File: src/rtl/pll_reset_sequencer.sv
// Power-up sequencer for an SB_PLL40_CORE: pulses RESETB, waits for a stable LOCK, then releases
// the PLL-domain reset. Define LOCK_TIMEOUT_EN to retry the PLL when lock does not arrive in time.
module pll_reset_sequencer #(
  parameter int unsigned RESET_CYCLES   = 16,
  parameter int unsigned STABLE_CYCLES  = 1024,
  parameter int unsigned TIMEOUT_CYCLES = 65536,
  parameter int unsigned CNT_W          = 17
) (
  input  logic       clock_in,
  input  logic       reset_n,
  input  logic       pll_locked,
  input  logic       restart_req,
  output logic       pll_resetb,
  output logic       sys_reset_n,
  output logic       ready,
  output logic [1:0] state,
  output logic [7:0] loss_count
);

  typedef enum logic [1:0] {
    PLL_RESET = 2'b00,
    WAIT_LOCK = 2'b01,
    STABLE    = 2'b10,
    RUN       = 2'b11
  } state_e;

  localparam longint unsigned CNT_SPAN = 64'd1 << CNT_W;
  localparam logic [CNT_W-1:0] RESET_LAST  = CNT_W'(RESET_CYCLES - 1);
  localparam logic [CNT_W-1:0] STABLE_LAST = CNT_W'(STABLE_CYCLES - 1);

  // The shared counter must be able to reach every programmed terminal count.
  if (RESET_CYCLES == 0 || STABLE_CYCLES == 0 || TIMEOUT_CYCLES == 0 ||
      64'(RESET_CYCLES) >= CNT_SPAN || 64'(STABLE_CYCLES) >= CNT_SPAN ||
      64'(TIMEOUT_CYCLES) >= CNT_SPAN) begin : g_param_check
    $error("pll_reset_sequencer: cycle parameters must be >= 1 and < 2**CNT_W");
  end

  state_e           state_q, state_d;
  logic [CNT_W-1:0] cnt_q, cnt_d;
  logic [7:0]       loss_d;
  logic             lock_meta, lock_s;
  logic             timeout_hit;

  // LOCK comes from the PLL's own analog loop, unrelated to clock_in.
  // NOTE: clocked state uses non-blocking assignments so every flop samples pre-edge values.
  always_ff @(posedge clock_in or negedge reset_n) begin
    if (!reset_n) begin
      lock_meta <= 1'b0;
      lock_s    <= 1'b0;
    end else begin
      lock_meta <= pll_locked;
      lock_s    <= lock_meta;
    end
  end

`ifdef LOCK_TIMEOUT_EN
  localparam logic [CNT_W-1:0] TIMEOUT_LAST = CNT_W'(TIMEOUT_CYCLES - 1);
  assign timeout_hit = (cnt_q == TIMEOUT_LAST);
`else
  assign timeout_hit = 1'b0;
`endif

  // NOTE: every always_comb output gets a default first, so no path can infer a latch.
  always_comb begin
    state_d = state_q;
    cnt_d   = cnt_q;
    loss_d  = loss_count;
    if (restart_req) begin
      state_d = PLL_RESET;
      cnt_d   = '0;
    end else begin
      case (state_q)
        PLL_RESET: begin
          if (cnt_q == RESET_LAST) begin
            state_d = WAIT_LOCK;
            cnt_d   = '0;
          end else begin
            cnt_d = cnt_q + 1'b1;
          end
        end
        WAIT_LOCK: begin
          // A lock seen in the timeout cycle still wins over the retry.
          if (lock_s) begin
            state_d = STABLE;
            cnt_d   = '0;
          end else if (timeout_hit) begin
            state_d = PLL_RESET;
            cnt_d   = '0;
          end else if (cnt_q != '1) begin
            cnt_d = cnt_q + 1'b1;
          end
        end
        STABLE: begin
          if (!lock_s) begin
            state_d = WAIT_LOCK;
            cnt_d   = '0;
          end else if (cnt_q == STABLE_LAST) begin
            state_d = RUN;
            cnt_d   = '0;
          end else begin
            cnt_d = cnt_q + 1'b1;
          end
        end
        RUN: begin
          if (!lock_s) begin
            state_d = WAIT_LOCK;
            cnt_d   = '0;
            if (loss_count != 8'hFF) loss_d = loss_count + 1'b1;
          end
        end
        default: begin
          state_d = PLL_RESET;
          cnt_d   = '0;
        end
      endcase
    end
  end

  // Outputs are registered from the next state so they move on the same edge as state.
  always_ff @(posedge clock_in or negedge reset_n) begin
    if (!reset_n) begin
      state_q     <= PLL_RESET;
      cnt_q       <= '0;
      pll_resetb  <= 1'b0;
      sys_reset_n <= 1'b0;
      ready       <= 1'b0;
      loss_count  <= '0;
    end else begin
      state_q     <= state_d;
      cnt_q       <= cnt_d;
      pll_resetb  <= (state_d != PLL_RESET);
      sys_reset_n <= (state_d == RUN);
      ready       <= (state_d == RUN);
      loss_count  <= loss_d;
    end
  end

  assign state = state_q;

endmodule

File: config.mk
export PLATFORM = sky130hd
export DESIGN_NAME = pll_reset_sequencer
export DESIGN_NICKNAME = d
export VERILOG_FILES = /design/src/rtl/pll_reset_sequencer.sv
export SDC_FILE = /design/constraint.sdc
export NUM_CORES = 1
export LEC_CHECK = 0
export ABC_AREA = 1
export CAP_MARGIN = 5
export CORE_MARGIN = 2
export CORE_UTILIZATION = 60
export CTS_BUF_LIST = sky130_fd_sc_hd__clkbuf_16
export DETAILED_ROUTE_END_ITERATION = 10
export MAX_ROUTING_LAYER = met4
export PLACE_DENSITY = 0.84
export SETUP_SLACK_MARGIN = 0.5
export SYNTH_ARGS = -nofsm -noshare
export SYNTH_HDL_FRONTEND = slang
export SYNTH_SLANG_ARGS = --single-unit
File: constraint.sdc
create_clock -name clock_in -period 5.15 [get_ports clock_in]
set_clock_uncertainty 0.1 [all_clocks]
set_input_delay 1.03 -clock clock_in [delete_from_list [all_inputs] [get_ports clock_in]]
set_output_delay 1.03 -clock clock_in [all_outputs]
set_load 0.03 [all_outputs]
==> results of run 1 <==
==> power by group through the flow <==
stage	Clock [mW]	Sequential (mW)	Combinational (mW)
floorplan	0	0.253	0.00755
global placement	0	0.253	0.0158
detailed placement	0	0.254	0.0161
CTS	0.274	0.250	0.0164
global route	0.285	0.250	0.0186
finish	0.270	0.250	0.0161
==> layer usage <==
layer / vias to the layer above / track usage, % / part of all wire [%]
met2: 37 / 41.0 / 49
met3: 14 / 4.98 / 3.9
met4: 0 / 12.1 / 2.2
met1: 741 / 33.1 / 45
li1: 830 / - / -
met5: - / - / 0
==> metrics by stage <==
step / instance area [µm²] / total power, mW / std cells / worst slack, ns / utilization, %
finish: 2200 / 0.536 / 317 / 2.61 / 72.7
global route: 2200 / 0.553 / 317 / 2.46 / 72.7
CTS: 2200 / 0.540 / 317 / 2.63 / 72.7
detailed placement: 2060 / 0.270 / 309 / 2.40 / 68.2
global placement: 2060 / 0.269 / 309 / 2.48 / 68.2
floorplan: 1880 / 0.260 / 253 / 3.09 / -
==> cells by family (layout without fill, tap and decap cells) <==
logic type / Yosys count / after routing / share of synthesized area [%]
and+or+nand+nor: 163 / 163 / 39.5
buffers and inverters: 34 / 54 / 7.85
xor gates and xnor gates: 16 / 16 / 7.45
adders and majority gates: 3 / 3 / 2.00
DFF: 31 / 31 / 41.3
AOI/OAI and AO/OA: 6 / 6 / 1.93
==> path summary, 6_finish.rpt <==
| path | endpoint | from | cells after the start | slack, ns |
|---|---|---|---|---|
| max in group asynchronous | loss_count[4]$_DFFE_PN0P_ | reset_n | 2 | 3.60 |
| max reg2reg | cnt_q[5]$_DFFE_PN0P_ | cnt_q[0]$_DFFE_PN0P_ | 11 | 2.67 |
| min | lock_s$_DFF_PN0_ | lock_meta$_DFF_PN0_ | 0 | 0.25 |
| min in group asynchronous | loss_count[2]$_DFFE_PN0P_ | reset_n | 2 | 1.06 |
| min reg2reg | lock_s$_DFF_PN0_ | lock_meta$_DFF_PN0_ | 0 | 0.25 |
| max | loss_count[5] | loss_count[5]$_DFFE_PN0P_ | 1 | 2.61 |
==> flip-flops by register name, indices dropped and copies added, names as in the netlist <==
register,cells
state,2
ready,1
cnt_q,17
lock_meta,1
pll_resetb,1
lock_s,1
loss_count,8
==> layout by cell type (no fill, tap or decap), drive strengths merged <==
cell	n
nand3	34
ha	3
xnor2	4
dfrtp	31
nor4	1
clkbuf	5
o21bai	1
buf	1
a31oi	1
inv	31
nor3	3
clkinv	1
nand4	5
nor2	32
xor2	12
o211ai	1
clkdlybuf4s50	16
or2	1
o21ai	3
nand2	87
==> final cells by class <==
| class | instances | area [µm²] | share of cell area (%) |
|---|---|---|---|
| multi-input cells | 188 | 957 | 43.5 |
| inverters | 29 | 109 | 4.94 |
| repair buffers | 17 | 168 | 7.61 |
| clock inverters | 3 | 12.5 | 0.568 |
| clock buffers | 5 | 125 | 5.68 |
| flip-flops and latches | 31 | 776 | 35.2 |
| well taps | 44 | 55.1 | 2.50 |
==> out/results.txt, run 1 <==
Die width = 60.0 µm
Leak = 1.14 nW
DPL Wire Length = 2.66 mm
Pin count of the biggest net entering global routing = 32
CP Data Required Time = 4.02 ns
Count of input and output buffers = 16
Critical Path AT = 1.41 ns
Post-synth cell types = 26
Vias in the first global route = 1574
First-pass GRT wire length = 6.91 mm
Final wirelength = 3.95 mm
Clock Sinks = 31
Critical Path Max Stage Delay = 0.70 ns
Filler Cells Inserted = 231
Synthesis Warnings = 0
# nets final = 279
H-tree levels = 2
TritonCTS Buffers = 5
Hold Path Class = reg2reg
Site Rows = 20
Synthesized instance count = 253
CP startpoint kind = register
Buffers & Inverters on Critical Path = 1
P_int = 0.426 mW
Overflow after GRT = 0
Slew @ Worst Pin = 0.519 ns
Syn Area/Cell = 7.43 µm²
Fin crit period = 2.54 ns
Die footprint = 3600 µm²
Post-CTS Setup Inserts = 0
Post-synthesis net count = 260
Power per cell area = 243 nW/µm²
Slew HR = 65.2%
N_diodes = 0
Crit-path cells = clkdlybuf4s50_1
Vias per Instance = 5.12
Core Region = 3030 µm²
Flops & latches, synth = 31
All-Layer GR Usage = 26.3%
Synth top area share = 41.3%
Count leader, synth = nand2_1
Maximum vdd drop = 0.166 mV
Root cell of the clock tree = clkbuf_16
Final hold violation count = 0
Logic pwr share = 3.0%
Delay-heaviest family, CP = buffers and inverters
Clk slew on worst S/H paths = 0.05 ns
Part of the Yosys area used for sequential elements = 41.3%
Most frequent cells after synthesis = nand2_1 (81), dfrtp_1 (31), nand3_1 (30), nor2_1 (30), inv_1 (25)
Number of synthesized flops with an enable pin = 0
Unrepaired setup endpoints after global routing = no
Placer congestion estimate = 0.948
Slew Viols, Final = 0
Final setup TNS = 0 ns
Layout area overhead = 17.1%
Final setup fails = 0
Switching Fraction = 20.6%
CTS tree = yes
Critical path's slowest cell = clkdlybuf4s50_1
Clock power share = 50.4%
CTS Hold Bufs = 0
Top cells by area, synth = dfrtp_1 (41%), nand2_1 (16%), nand3_1 (8.0%), nor2_1 (6.0%), xor2_1 (5.6%)
Crit path max fanout = 5
Number of remaining DRC errors = 0
Yosys top cell by area = dfrtp_1
Post-CTS Resized = 0
Psw = 0.110 mW
Average wire per standard cell = 12.5 µm
Initial Utilization = 62.1%
FMAX = 394 MHz
Layout cells sized above 1 = 9.16%
Final hold slack = 0.245 ns
Drt initial violations = 125
Worst-skew pair later-pin latency = 0.27 ns
CP Capture Type = output pin
Sequential power share = 46.6%
Final worst-path cycle share = 49.2%
Die H = 60.0 µm
Via count = 1622
Status = completed
Max-Cap Viols = 0
Clk buf depth = 2
Share of synthesized registers carrying an async set or reset = 100%
Antenna Nets Post-Route = 0
Critical path class = reg2out
Cell Area, Synth = 1880 µm²
Drt first pass iters = 4
Initial antenna violation count = 0
Dominant synthesized flop cell = dfrtp_1
Ports = 17
(Power assumes the default switching activity.)
==> inputs of run 2 (changes only) <==
CORE_UTILIZATION = 57   (was 60)
PLACE_DENSITY = 0.8   (was 0.84)
clock period = 2.6 ns   (was 5.15 ns; I/O delays follow)
==> run 2 against run 1 <==
  * Via count increased by 8.0%
  * Sequential share of layout area decreased by 2.3 points
  * Clock power increased by 100%
  * Setup slack got worse by 2.2 ns
  * Combinational power increased to 2.9 times the previous value
  * Hold slack improved by 0.0053 ns
  * First-iteration DRC count decreased by 0.80%
  * Count of clock-buffer cells in the layout unchanged
  * Sequential power increased by 98%
  * Final area increased by 7.4%
  * Critical path type is now reg2reg
  * Largest power group unchanged
  * Highest routed layer unchanged
==> out/results.txt, run 2 (synthesis results as in run 1) <==
Antenna Nets Post-Route = 0
Critical Path Max Stage Delay = 0.36 ns
Max reg flops = 17
Die width = 61.4 µm
Placer congestion estimate = 0.883
Vias in the first global route = 1621
Average wire per standard cell = 13.4 µm
Site Rows = 20
Via count = 1751
Post-layout util = 76.2%
Ports = 17
Initial Utilization = 60.6%
Fin crit period = 2.20 ns
CP startpoint kind = register
DPL Wire Length = 2.69 mm
Final setup fails = 0
Worst-skew pair later-pin latency = 0.27 ns
Critical path class = reg2reg
CTS tree = yes
Most common cell after layout, fill and taps aside = nand2_1
All-Layer GR Usage = 26.5%
Slack of the worst reg-to-reg path = 0.40 ns
Slew Viols, Final = 0
Unrepaired setup endpoints after global routing = yes
Delay-heaviest family, CP = simple AND/OR/NAND/NOR gates
Final wirelength = 4.45 mm
Crit-path cells = ha_2, nand2_2, nor2_4, nand4_1, nor4_2, ha_2, a31oi_4, nand2_2, clkinvlp_4, nand3_1, nand2_1
CP Data Required Time = 2.66 ns
Layout area overhead = 25.7%
# nets final = 294
Vias per Instance = 5.29
Drt first pass iters = 4
Drt initial violations = 124
Slew HR = 72.8%
Final hold violation count = 0
Hold Path Class = reg2reg
Clock Sinks = 31
Die H = 61.4 µm
H-tree levels = 2
Maximum vdd drop = 0.594 mV
Final setup TNS = 0 ns
Core Region = 3100 µm²
Max-Cap Viols = 0
First-pass GRT wire length = 7.17 mm
Die footprint = 3770 µm²
Slew @ Worst Pin = 0.406 ns
Crit path max fanout = 7
Status = completed
CP Capture Type = register
Critical path's slowest cell = dfrtp_1
N_diodes = 0
Top reg by flops = cnt_q
Root cell of the clock tree = clkbuf_16
Final worst-path cycle share = 84.6%
FMAX = 455 MHz
Clk slew on worst S/H paths = 0.05 ns
Power per cell area = 457 nW/µm²
Overflow after GRT = 0
Layout cells sized above 1 = 17.8%
Clk buf depth = 2
Pin count of the biggest net entering global routing = 32
TritonCTS Buffers = 5
Commonest cells after routing, fill and taps aside = nand2_1 (78), nor2_1 (29), nand3_1 (29), dfrtp_1 (29), inv_1 (25)
Final hold slack = 0.251 ns
Initial antenna violation count = 0
Filler Cells Inserted = 241
Leak = 1.20 nW
Number of remaining DRC errors = 0
Buffers & Inverters on Critical Path = 1
Count of input and output buffers = 16
Critical Path AT = 2.26 ns
-- run 2: metal layers --
layer  up-vias  track usage (%)  share of wire, %
li1        862                -                 -
met4         0             8.51              0.70
met2        64             42.1                50
met1       821             33.3                42
met5         -                -                 0
met3         4             6.93               6.5
-- run 2: power breakdown --
group	total [mW]	switching (mW)	internal, mW
sequential	0.494	0.00517	0.489
combinational	0.0460	0.0284	0.0177
clock	0.541	0.197	0.343
total	1.08	0.231	0.849
-- run 2: cell type report --
class / count / area [µm²] / share of cell area, %
Clock buffer: 5 / 125 / 5.29
Clock inverter: 2 / 8.76 / 0.370
Inverter: 29 / 114 / 4.81
Multi-Input combinational cell: 188 / 1000 / 42.4
Sequential cell: 31 / 778 / 32.9
Tap cell: 44 / 55.1 / 2.33
Timing Repair Buffer: 31 / 273 / 11.5
Timing Repair inverter: 1 / 7.51 / 0.317
-- run 2: final timing paths --
| kind | startpoint | endpoint | depth (start not counted) |
|---|---|---|---|
| worst max-delay path | cnt_q[0]$_DFFE_PN0P_ | cnt_q[7]$_DFFE_PN0P_ | 11 |
| worst min-delay path | lock_meta$_DFF_PN0_ | lock_s$_DFF_PN0_ | 0 |
| worst max register to register | cnt_q[0]$_DFFE_PN0P_ | cnt_q[7]$_DFFE_PN0P_ | 11 |
| worst min register to register | lock_meta$_DFF_PN0_ | lock_s$_DFF_PN0_ | 0 |
| max in group asynchronous | reset_n | cnt_q[9]$_DFFE_PN0P_ | 2 |
| min in group asynchronous | reset_n | loss_count[4]$_DFFE_PN0P_ | 2 |
-- run 2: what timing repair did --
item	4_1_cts	5_1_grt
pin swaps	2	1
buffers inserted	7	6
cloned	1	0
hold buffers	0	0
resized for setup	12	4
endpoints found under the setup margin	17	17
-- run 2: metrics by stage --
step | instances | area, µm² | setup WS, ns | power [mW]
final | 331 | 2360 | 0.401 | 1.08
after global routing | 331 | 2360 | 0.311 | 1.11
after CTS | 325 | 2310 | 0.489 | 1.08
after detailed placement | 310 | 2070 | 0.244 | 0.535
after global placement | 310 | 2070 | 0.276 | 0.533
after floorplan | 253 | 1880 | 0.541 | 0.516
==> inputs of run 3 (changes only) <==
CORE_UTILIZATION = 51   (was 57)
PLACE_DENSITY = 0.76   (was 0.8)
clock period = 1.9 ns   (was 2.6 ns; I/O delays follow)
==> run 3 against run 2 <==
  * The flow now finishes with violations (negative setup slack)
  * Power increased by 52%
  * Critical path depth is 1 higher
  * Routed wire length rose by 14%
  * Hold slack got worse by 0.0051 ns
  * Largest cell class unchanged
  * Cell count increased by 10%
  * Largest power group unchanged
  * Setup slack worse by 0.54 ns
  * Highest routed layer unchanged
  * Die area increased by 11%
  * Register-to-register slack got worse by 0.54 ns
  * Combinational power up 55%
  * First-iteration DRC count is 17% lower
==> out/results.txt, run 3 (synthesis results as in run 1) <==
Status = finished, violations left
Failing checks = negative setup slack
CP Capture Type = register
FF+latch area = 788 µm²
Final setup TNS = -1.41 ns
Drt first pass iters = 4
Initial antenna violation count = 0
Drt initial violations = 103
# nets final = 322
Logic pwr share = 4.4%
Clock Sinks = 31
Layout area overhead = 47.0%
Placed Cells = 340
All-Layer GR Usage = 25.8%
Max reg flops = 17
DPL Wire Length = 3.07 mm
Clock power share = 54.5%
TritonCTS Buffers = 5
Sequential power share = 41.2%
Post-placement cell area = 2330 µm²
CTS Hold Bufs = 0
Core Region = 3610 µm²
Vias in the first global route = 1823
Number of remaining DRC errors = 0
Worst r2r src = cnt_q[1]$_DFFE_PN0P_
Hold Path Class = reg2reg
Final setup fails = 17
Final hold slack = 0.246 ns
Slew Viols, Final = 0
Count of input and output buffers = 16
Site Rows = 22
Unrepaired setup endpoints after global routing = yes
Layout cells sized above 1 = 40.8%
First-pass GRT wire length = 8.02 mm
P_int = 1.31 mW
Final wirelength = 5.09 mm
CP Capture Point = cnt_q[3]$_DFFE_PN0P_
Max-Cap Viols = 0
Commonest cells after routing, fill and taps aside = nand2_1 (67), buf_4 (40), nor2_1 (24), nand3_1 (24)
Slew HR = 73.1%
Overflow after GRT = 0
Root cell of the clock tree = clkbuf_16
CTS tree = yes
Pin count of the biggest net entering global routing = 32
Die H = 64.7 µm
Setup slack at placement = -0.187 ns
Power per cell area = 593 nW/µm²
Most common cell after layout, fill and taps aside = nand2_1
Area of the multi-input gates = 1170 µm²
Initial Utilization = 52.2%
Crit path max fanout = 3
Leak = 1.42 nW
Fin crit period = 2.04 ns
Post-Layout Inst Area = 2770 µm²
CP startpoint kind = register
Die width = 64.7 µm
Worst-skew pair later-pin latency = 0.28 ns
H-tree levels = 2
Switching Fraction = 20.3%
Maximum vdd drop = 0.531 mV
Filler Cells Inserted = 256
Die footprint = 4190 µm²
Final hold violation count = 0
Reg-to-Reg End = cnt_q[3]$_DFFE_PN0P_
FMAX = 490 MHz
Worst setup startpoint = cnt_q[1]$_DFFE_PN0P_
Average wire per standard cell = 14.0 µm
Antenna Nets Post-Route = 0
Final Instance Count excl. Fillers = 364
Slew @ Worst Pin = 0.404 ns
Critical path class = reg2reg
Clk slew on worst S/H paths = 0.06 ns
Clk buf depth = 2
Top reg by flops = cnt_q
Psw = 0.333 mW
Slack of the worst reg-to-reg path = -0.14 ns
Vias per Instance = 5.05
Ports = 17
R2R depth = 12
Final worst-path cycle share = 107%
Via count = 1837
Placer congestion estimate = 0.906
CP Data Required Time = 1.96 ns
Critical Path AT = 2.10 ns
Worst setup margin = -0.142 ns
N_diodes = 0
[run 3: cell types whose count changed in the layout (fill, tap and decap cells not counted), sizes merged]
cell	before	now
clkdlybuf4s15	0	1
clkdlybuf4s50	16	2
nand3	34	35
dlymetal6s2s	0	1
clkinvlp	1	0
bufinv	0	1
buf	15	55
[run 3: metrics by stage]
stage          total power, mW  util, %
2_1_floorplan            0.707        -
3_3_place_gp             0.746     64.6
3_5_place_dp             0.747     64.6
4_1_cts                   1.64     71.0
5_1_grt                   1.69     76.7
6_report                  1.64     76.7
[run 3: cell type report]
| type | count | area share [%] |
|---|---|---|
| Inverter | 29 | 4.21 |
| Clock inverter | 3 | 1.40 |
| Tap cell | 48 | 2.17 |
| Multi-Input combinational cell | 189 | 42.4 |
| Timing Repair Buffer | 59 | 16.8 |
| Clock buffer | 5 | 4.52 |
| Sequential cell | 31 | 28.5 |
[run 3: per-layer routing]
layer	vias up	GRT usage [%]	share of wire, %
li1	922	-	-
met1	860	30.1	43
met2	45	43.6	52
met3	10	5.73	2.9
met4	0	10.1	1.8
met5	-	-	0
[run 3: timing repair]
action | 4_1_cts | 5_1_grt
gates resized for setup | 83 | 38
pin swaps | 6 | 14
endpoints found under the setup margin | 41 | 31
setup buffers | 4 | 11
cloned | 1 | 0
[run 3: worst min path at each step]
| stage | start | endpoint | cells past startpoint |
|---|---|---|---|
| floorplan | reset_n | cnt_q[0]$_DFFE_PN0P_ | 0 |
| global placement | lock_meta$_DFF_PN0_ | lock_s$_DFF_PN0_ | 0 |
| detailed placement | lock_meta$_DFF_PN0_ | lock_s$_DFF_PN0_ | 0 |
| CTS | lock_meta$_DFF_PN0_ | lock_s$_DFF_PN0_ | 0 |
| global route | lock_meta$_DFF_PN0_ | lock_s$_DFF_PN0_ | 0 |
| finish | lock_meta$_DFF_PN0_ | lock_s$_DFF_PN0_ | 0 |
[run 3: power groups by stage]
stage	registers, mW	clock network (mW)	logic (mW)
after floorplan	0.686	0	0.0207
after global placement	0.685	0	0.0609
after detailed placement	0.685	0	0.0622
after CTS	0.674	0.898	0.0674
after global routing	0.675	0.935	0.0796
final	0.675	0.893	0.0715
[run 3: worst max-delay path: stages (launching register included)]
cell and delay, ns:
dfrtp_1 0.37, ha_2 0.19, nand2_2 0.05, nor2_2 0.10, nand4_1 0.13, nor4_2 0.20, ha_2 0.25, a31oi_4 0.11
nand2_4 0.14, buf_6 0.11, nor2_2 0.03, nand2_1 0.06, nand2_1 0.06
